## config.mk

```make
export PLATFORM = sky130hd
export DESIGN_NAME = d2d_sb_link
export DESIGN_NICKNAME = d
export VERILOG_FILES = /design/src/rtl/d2d_sb_link.sv
export SDC_FILE = /design/constraint.sdc
export NUM_CORES = 1
export LEC_CHECK = 0
export CORE_MARGIN = 2
export CORE_UTILIZATION = 57
export DETAILED_ROUTE_END_ITERATION = 6
export DONT_BUFFER_PORTS = 1
export PLACE_DENSITY = 0.73
export SLEW_MARGIN = 10
export SYNTH_ARGS = -nofsm -noshare
export SYNTH_HDL_FRONTEND = slang
export SYNTH_SLANG_ARGS = --single-unit
```

## constraint.sdc

```tcl
create_clock -name clk -period 1.9 [get_ports clk]
set_input_delay 0.285 -clock clk [delete_from_list [all_inputs] [get_ports clk]]
set_output_delay 0.285 -clock clk [all_outputs]
set_load 0.05 [all_outputs]
```

## src/rtl/d2d_sb_link.sv

```systemverilog
// Die-to-die sideband link: bring-up FSM, serial frame transmitter and
// receiver, with far-side inputs resynchronised into the clk domain.
module d2d_sb_link #(
  parameter int SR_LEN  = 40,
  parameter int CLK_DIV = 4,
  parameter int RST_CYC = 16,
  parameter int TIMEOUT = 1024
) (
  input  logic              clk,
  input  logic              rst_n,
  input  logic              link_en,
  input  logic [SR_LEN-1:0] tx_data,
  input  logic              tx_valid,
  output logic              tx_ready,
  output logic [SR_LEN-1:0] rx_data,
  output logic              rx_valid,
  output logic              rx_len_err,
  output logic              link_up,
  output logic              link_err,
  output logic              ns_sr_clk,
  output logic              ns_sr_data,
  output logic              ns_sr_load,
  output logic              ns_mac_rdy,
  output logic              ns_adapter_rstn,
  input  logic              fs_sr_clk,
  input  logic              fs_sr_data,
  input  logic              fs_sr_load,
  input  logic              fs_mac_rdy
);

  localparam int HALF    = CLK_DIV / 2;
  localparam int PH_W    = $clog2(CLK_DIV);
  localparam int BIT_W   = $clog2(SR_LEN + 2);
  localparam int TMR_MAX = (RST_CYC > TIMEOUT) ? RST_CYC : TIMEOUT;
  localparam int TMR_W   = $clog2(TMR_MAX + 1);

  typedef enum logic [2:0] {S_IDLE, S_RST, S_WAIT, S_UP, S_ERR} state_t;

  state_t             state_reg, state_next;
  logic [TMR_W-1:0]   tmr_reg;
  logic [3:0]         sync1_reg, sync2_reg;
  logic               clk_d_reg, rise_reg, load_d_reg, data_d_reg;
  logic               tx_busy_reg;
  logic [SR_LEN-1:0]  tx_shift_reg;
  logic [BIT_W-1:0]   tx_bit_reg;
  logic [PH_W-1:0]    tx_ph_reg;
  logic [SR_LEN-1:0]  rx_shift_reg, rx_data_reg;
  logic [BIT_W-1:0]   rx_cnt_reg;
  logic               rx_valid_reg, rx_len_err_reg;
  logic               fs_rdy_s, tx_on;

  // Two-flop synchronisers for all far-side inputs: {mac_rdy, load, data, clk}
  always_ff @(posedge clk or negedge rst_n) begin
    if (!rst_n) begin
      sync1_reg <= '0;
      sync2_reg <= '0;
    end else begin
      sync1_reg <= {fs_mac_rdy, fs_sr_load, fs_sr_data, fs_sr_clk};
      sync2_reg <= sync1_reg;
    end
  end

  assign fs_rdy_s = sync2_reg[3];

  // Registered rising-edge detect of the synced far clock, with load/data aligned to it
  always_ff @(posedge clk or negedge rst_n) begin
    if (!rst_n) begin
      clk_d_reg  <= 1'b0;
      rise_reg   <= 1'b0;
      load_d_reg <= 1'b0;
      data_d_reg <= 1'b0;
    end else begin
      clk_d_reg  <= sync2_reg[0];
      rise_reg   <= sync2_reg[0] & ~clk_d_reg;
      load_d_reg <= sync2_reg[2];
      data_d_reg <= sync2_reg[1];
    end
  end

  // FSM state register
  always_ff @(posedge clk or negedge rst_n) begin
    if (!rst_n) state_reg <= S_IDLE;
    else        state_reg <= state_next;
  end

  // Dwell timer for RST and WAIT; restarts on every state change
  always_ff @(posedge clk or negedge rst_n) begin
    if (!rst_n)                                      tmr_reg <= '0;
    else if (state_next != state_reg)                tmr_reg <= '0;
    else if (state_reg == S_RST || state_reg == S_WAIT) tmr_reg <= tmr_reg + 1'b1;
  end

  // FSM next-state logic; link_en low overrides everything
  always_comb begin
    state_next = state_reg;
    if (!link_en) begin
      state_next = S_IDLE;
    end else begin
      case (state_reg)
        S_IDLE:  state_next = S_RST;
        S_RST:   if (tmr_reg == TMR_W'(RST_CYC - 1)) state_next = S_WAIT;
        S_WAIT:  if (fs_rdy_s) state_next = S_UP;
                 else if (tmr_reg == TMR_W'(TIMEOUT - 1)) state_next = S_ERR;
        S_UP:    if (!fs_rdy_s) state_next = S_WAIT;
        S_ERR:   state_next = S_ERR;
        default: state_next = S_IDLE;
      endcase
    end
  end

  // FSM outputs decoded from the current state
  always_comb begin
    ns_adapter_rstn = 1'b0;
    ns_mac_rdy      = 1'b0;
    link_up         = 1'b0;
    link_err        = 1'b0;
    case (state_reg)
      S_WAIT: begin ns_adapter_rstn = 1'b1; ns_mac_rdy = 1'b1; end
      S_UP:   begin ns_adapter_rstn = 1'b1; ns_mac_rdy = 1'b1; link_up = 1'b1; end
      S_ERR:  begin ns_adapter_rstn = 1'b1; link_err = 1'b1; end
      default: ;
    endcase
  end

  // Transmitter: SR_LEN data periods then one load period; leaving UP drops the frame
  always_ff @(posedge clk or negedge rst_n) begin
    if (!rst_n) begin
      tx_busy_reg  <= 1'b0;
      tx_shift_reg <= '0;
      tx_bit_reg   <= '0;
      tx_ph_reg    <= '0;
    end else if (state_reg != S_UP) begin
      tx_busy_reg <= 1'b0;
    end else if (!tx_busy_reg && tx_valid) begin
      tx_busy_reg  <= 1'b1;
      tx_shift_reg <= tx_data;
      tx_bit_reg   <= '0;
      tx_ph_reg    <= '0;
    end else if (tx_busy_reg) begin
      if (tx_ph_reg == PH_W'(CLK_DIV - 1)) begin
        tx_ph_reg    <= '0;
        tx_shift_reg <= {tx_shift_reg[SR_LEN-2:0], 1'b0};
        if (tx_bit_reg == BIT_W'(SR_LEN)) tx_busy_reg <= 1'b0;
        else                              tx_bit_reg  <= tx_bit_reg + 1'b1;
      end else begin
        tx_ph_reg <= tx_ph_reg + 1'b1;
      end
    end
  end

  // Line outputs are gated by UP so a drop silences them in the very next cycle
  assign tx_on      = tx_busy_reg && (state_reg == S_UP);
  assign tx_ready   = (state_reg == S_UP) && !tx_busy_reg;
  assign ns_sr_clk  = tx_on && (tx_ph_reg >= PH_W'(HALF));
  assign ns_sr_load = tx_on && (tx_bit_reg == BIT_W'(SR_LEN));
  assign ns_sr_data = tx_on && (tx_bit_reg != BIT_W'(SR_LEN)) && tx_shift_reg[SR_LEN-1];

  // Receiver: shift on far clock edges, check length on load, quiet outside UP
  always_ff @(posedge clk or negedge rst_n) begin
    if (!rst_n) begin
      rx_shift_reg   <= '0;
      rx_data_reg    <= '0;
      rx_cnt_reg     <= '0;
      rx_valid_reg   <= 1'b0;
      rx_len_err_reg <= 1'b0;
    end else begin
      rx_valid_reg   <= 1'b0;
      rx_len_err_reg <= 1'b0;
      if (state_reg != S_UP) begin
        rx_cnt_reg <= '0;
      end else if (rise_reg) begin
        if (!load_d_reg) begin
          rx_shift_reg <= {rx_shift_reg[SR_LEN-2:0], data_d_reg};
          if (rx_cnt_reg != BIT_W'(SR_LEN + 1)) rx_cnt_reg <= rx_cnt_reg + 1'b1;
        end else begin
          if (rx_cnt_reg == BIT_W'(SR_LEN)) begin
            rx_data_reg  <= rx_shift_reg;
            rx_valid_reg <= 1'b1;
          end else begin
            rx_len_err_reg <= 1'b1;
          end
          rx_cnt_reg <= '0;
        end
      end
    end
  end

  assign rx_data    = rx_data_reg;
  assign rx_valid   = rx_valid_reg;
  assign rx_len_err = rx_len_err_reg;

endmodule
```

# Yosys cells after proc, flatten, opt, wreduce, memory -nomap -nowiden
# Index checks and enable logic that the tools add are counted.
# classes
bitwise_logic	4
add_sub_neg	4
n_reduce_logical	23
n_eq_ne	14
n_shift	0
div	0
mux	39
magnitude_cmp	1
n_mul	0
# op_table
cell	count
40-bit 2-to-1 mux	3
6-bit 2-to-1 mux	8
11-bit 2-to-1 mux	2
1-bit 2-to-1 mux	17
3-bit 2-to-1 mux	5
3-bit one-hot mux with 5 select lines	1
6-bit by 1-bit adder with 6-bit output, second input constant	2
6-bit == test, second input constant	2
6-bit != test, second input constant	2
11-bit by 1-bit adder with 11-bit output, second input constant	1
11-bit by 10-bit == test with 1-bit output, second input constant	1
11-bit by 4-bit == test with 1-bit output, second input constant	1
4-bit AND reduction	2
2-bit nonzero test	4
1-bit logical AND	7
3-bit by 2-bit == test with 1-bit output, second input constant	2
2-bit 2-to-1 mux	3
3-bit AND reduction	2
2-bit AND reduction	2
3-bit by 1-bit == test with 1-bit output, second input constant	1
3-bit == test, second input constant	1
3-bit logical NOT	1
3-bit by 2-bit != test with 1-bit output, second input constant	1
3-bit != test	1
11 further kinds	13
# word_totals
latch_bits	0
mem_bits_ro	0
output_inout_bits	50
mem_bits_rw	0
n_memories	0
register_bits	163

# Longest topological paths before layout
# logic_depth
word_depth	7
mapped_depth	8
ltp_nobuf	5

# Worst setup path after synthesis
# No wires, ideal clock.
# synth_path
path_type	register -> output
startpoint	register state_reg[2]
endpoint	output port ns_sr_data
required_time_ns	1.615
path_stages_with_launch	5
arrival_time_ns	2.185
slack_ns	-0.570
cell_sequence	dfrtp_1 > nand3b_4 > inv_2 > nand2_1 > nor3b_1
# synth_via
elab_chain_cells	4
# synth_rtl
item	line	source
start: declaration	39	state_t state_reg, state_next;
start signal: assignment	83	else state_reg <= state_next;
3-bit by 2-bit == test with 1-bit output	152	assign tx_on = tx_busy_reg && (state_reg == S_UP);
1-bit logical AND	152	
1-bit logical AND (2 in a row)	156	assign ns_sr_data = tx_on && (tx_bit_reg != BIT_W'(SR_LEN)) && tx_shift_reg[SR_LEN-1];
end: declaration	21	output logic ns_sr_data,
# No other way between the ends.

# Worst setup path in the final report
# layout_path
startpoint	register tmr_reg[7]
endpoint	register tmr_reg[9]
# layout_via
elab_chain_cells	7
elab_cells_between_ends	12
# layout_rtl
item	line	source
start: declaration	40	logic [TMR_W-1:0] tmr_reg;
start signal: assignment	90	else if (state_reg == S_RST || state_reg == S_WAIT) tmr_reg <= tmr_reg + 1'b1;
11-bit by 10-bit == test with 1-bit output	103	else if (tmr_reg == TMR_W'(TIMEOUT - 1)) state_next = S_ERR;
3-bit 2-to-1 mux	103	
3-bit 2-to-1 mux	102	S_WAIT: if (fs_rdy_s) state_next = S_UP;
3-bit one-hot mux with 5 select lines	99	case (state_reg)
3-bit 2-to-1 mux	96	if (!link_en) begin
3-bit != test	89	else if (state_next != state_reg) tmr_reg <= '0;
11-bit 2-to-1 mux / 2-bit nonzero test (equally long branches)	--	
# Several ways; a longest one is shown, not always the timed one. The select of a mux whose other input is x is not followed.
# A chain may end at the register's enable or synchronous reset.

==> reports/qor.csv <==
metric,value,unit
status,"finished, violations left",
failing checks,hold timing,
Site Rows,40,
final worst slack,0.0361,ns
"Distinct cells, synth",50,
layout cells sized above 1,0.287,
Post-synth EDFFs,0,
routed via count,4223,
worst-path fanout max,11,
CP Capture Type,register,
antenna cells,0,
max-cap viol count,0,
I/O Pins,98,
"commonest non-fill, non-tap cells in the layout","dfrtp_1 (161), mux2_2 (77), nand2_1 (52), o21ai_0 (49), mux2i_1 (45)",
number of port buffers,0,
total grt overflow,0,
Pleak,3.90,nW
drt wl/cell,16.3,um
Placeable Area,12000,um^2
Post-DRT Antenna Nets,0,
Max Freq,0.537,GHz
fin crit share,0.981,
worst clock skew,0.00654,ns
register bit total from synthesis,163,
CTS buffer count,17,
vias in the first global route,4219,
Hold Buf Count CTS,5,
Tot Pwr,6.86,mW
P&R area growth vs syn,15.3,%
DRT iter0 DRCs,195,
Post-Syn Area per Cell,12.5,um^2
dpl ws,0.0321,ns
Syn. warnings,0,
crit path kind,reg2reg,
starting density of the core,0.581,
CTS tree,yes,
Min-Delay Path Class,in2async,
Die H,114,um
top_reg_cell synth,dfrtp_1,
initial antenna violation count,0,
drt pass-1 iters,4,
Die Area,13100,um^2
HPWL after DPL,7780,um
Die W,114,um
H-Tree Level Count,4,
WHS,-0.434,ns
clock slew seen by the registers of the worst setup and hold paths,0.06,ns
first-pass GRT wire length,20100,um
register area share after synthesis,0.587,
synthesized area,6950,um^2
crit start category,register,
DRC,0,
final hold vios,163,
Clock Tree Buf Depth,2,
Sink Count,163,
unrepaired setup endpoints after global routing,yes,
Cells after Synth,555,
Final min period,1.86,ns
Critical Path AT,2.15,ns
asr flop ratio synth,1.00,
Slew @ Worst Pin,0.582,ns
Tot GR Track Use,0.196,
"wirelength, routed",12200,um
Peak VDD IR,0.000666,V
Pwr Density,856,nW/um^2
"Req. time, crit path",2.19,ns
Pins Over Slew Limit,0,
final core occ,0.670,
setup violators final,0,
Root Buffer Master,clkbuf_16,
gpl congestion,0.815,
Syn Nets,611,
"most common cell after layout, fill and taps aside",dfrtp_1,
via/cell ratio,5.65,
largest net degree at the start of global routing,164,
Max-slew headroom,0.608,
latest clock arrival within the worst-skew pair,0.42,ns
nets@finish,644,
[cell families after synthesis]
kind of cell / count (synthesis) / synth area share
fa+ha+maj: 8 / 0.0144
simple gates: 132 / 0.0966
mux: 125 / 0.194
xor+xnor: 11 / 0.0166
compound gates: 72 / 0.0601
flops: 163 / 0.587
buf+inv: 44 / 0.0315
[cells in the mapped netlist (all sizes together) (3+ instances only)]
master / count / area (um^2)
dfrtp: 163 / 4080
mux2: 80 / 901
nand2: 53 / 199
o21ai: 49 / 245
mux2i: 45 / 450
buf: 17 / 118
nor2: 17 / 63.8
inv: 15 / 56.3
clkbuf: 12 / 45.0
nor3: 12 / 60.1
nand3: 11 / 55.1
xnor2: 10 / 106
ha: 8 / 100
a21oi: 6 / 30.0
nor4: 6 / 37.5
nand4: 5 / 31.3
nor2b: 5 / 31.3
nand2b: 4 / 25.0
or2: 4 / 25.0
a31oi: 3 / 18.8
a32o: 3 / 30.0
nor3b: 3 / 22.5
[stage by stage]
| step | instance area [um^2] | TNS [ns] | cells |
|---|---|---|---|
| global placement | 7270 | 0 | 700 |
| floorplan | 6970 | -0.249 | 555 |
| detailed placement | 7270 | 0 | 700 |
| finish | 8020 | 0 | 747 |
| global route | 8020 | -0.0698 | 747 |
| CTS | 7920 | 0 | 738 |
[path summary, 6_finish.rpt]
check	cells past startpoint	start	end	slack [ns]
hold reg to reg	0	sync1_reg[1]	sync2_reg[1]	0.35
setup / recovery	5	tmr_reg[7]	tmr_reg[9]	0.04
hold / removal	0	rst_n	tx_shift_reg[7]	-0.43
setup reg to reg	5	tmr_reg[7]	tmr_reg[9]	0.04
max in group asynchronous	0	rst_n	rx_data[20]	2.13
min in group clk	2	link_en	state_reg[2]	0.04
[repair_timing]
item                       4_1_cts  5_1_grt
pin swaps                        2        3
setup buffers                    3        9
gates resized for setup         10       10
hold endpoints to repair       168      163
setup endpoints to repair        7        9
[critical path: stages (launching register included)]
cell,delay [ns]
dfrtp_1,0.38
or4_1,0.53
nor4_1,0.36
o311a_1,0.28
buf_12,0.14
a211oi_1,0.05
[report_power, final]
| part | switching (mW) | internal, mW |
|---|---|---|
| logic | 0.0738 | 0.0899 |
| registers | 0.0149 | 3.50 |
| clock network | 1.28 | 1.90 |
| total | 1.37 | 5.49 |
[cell type report]
class                      count  area (um^2)
sequential                   163         4080
fill                         848         3940
multi-input combinational    348         2730
clock buffer                  24          482
timing repair buffer          43          402
tap                          147          184
clock inverter                 7         75.1
inverter                      15         63.8
[routing by layer]
metal,track usage,routed length [um],share of wire,vias up
met1,0.250,5330,0.44,2105
met5,0,0,0,-
met2,0.318,6120,0.50,82
met3,0.0556,611,0.050,14
li1,-,-,-,2022
met4,0.0780,136,0.011,0
Power figures use the tool's default switching activity.
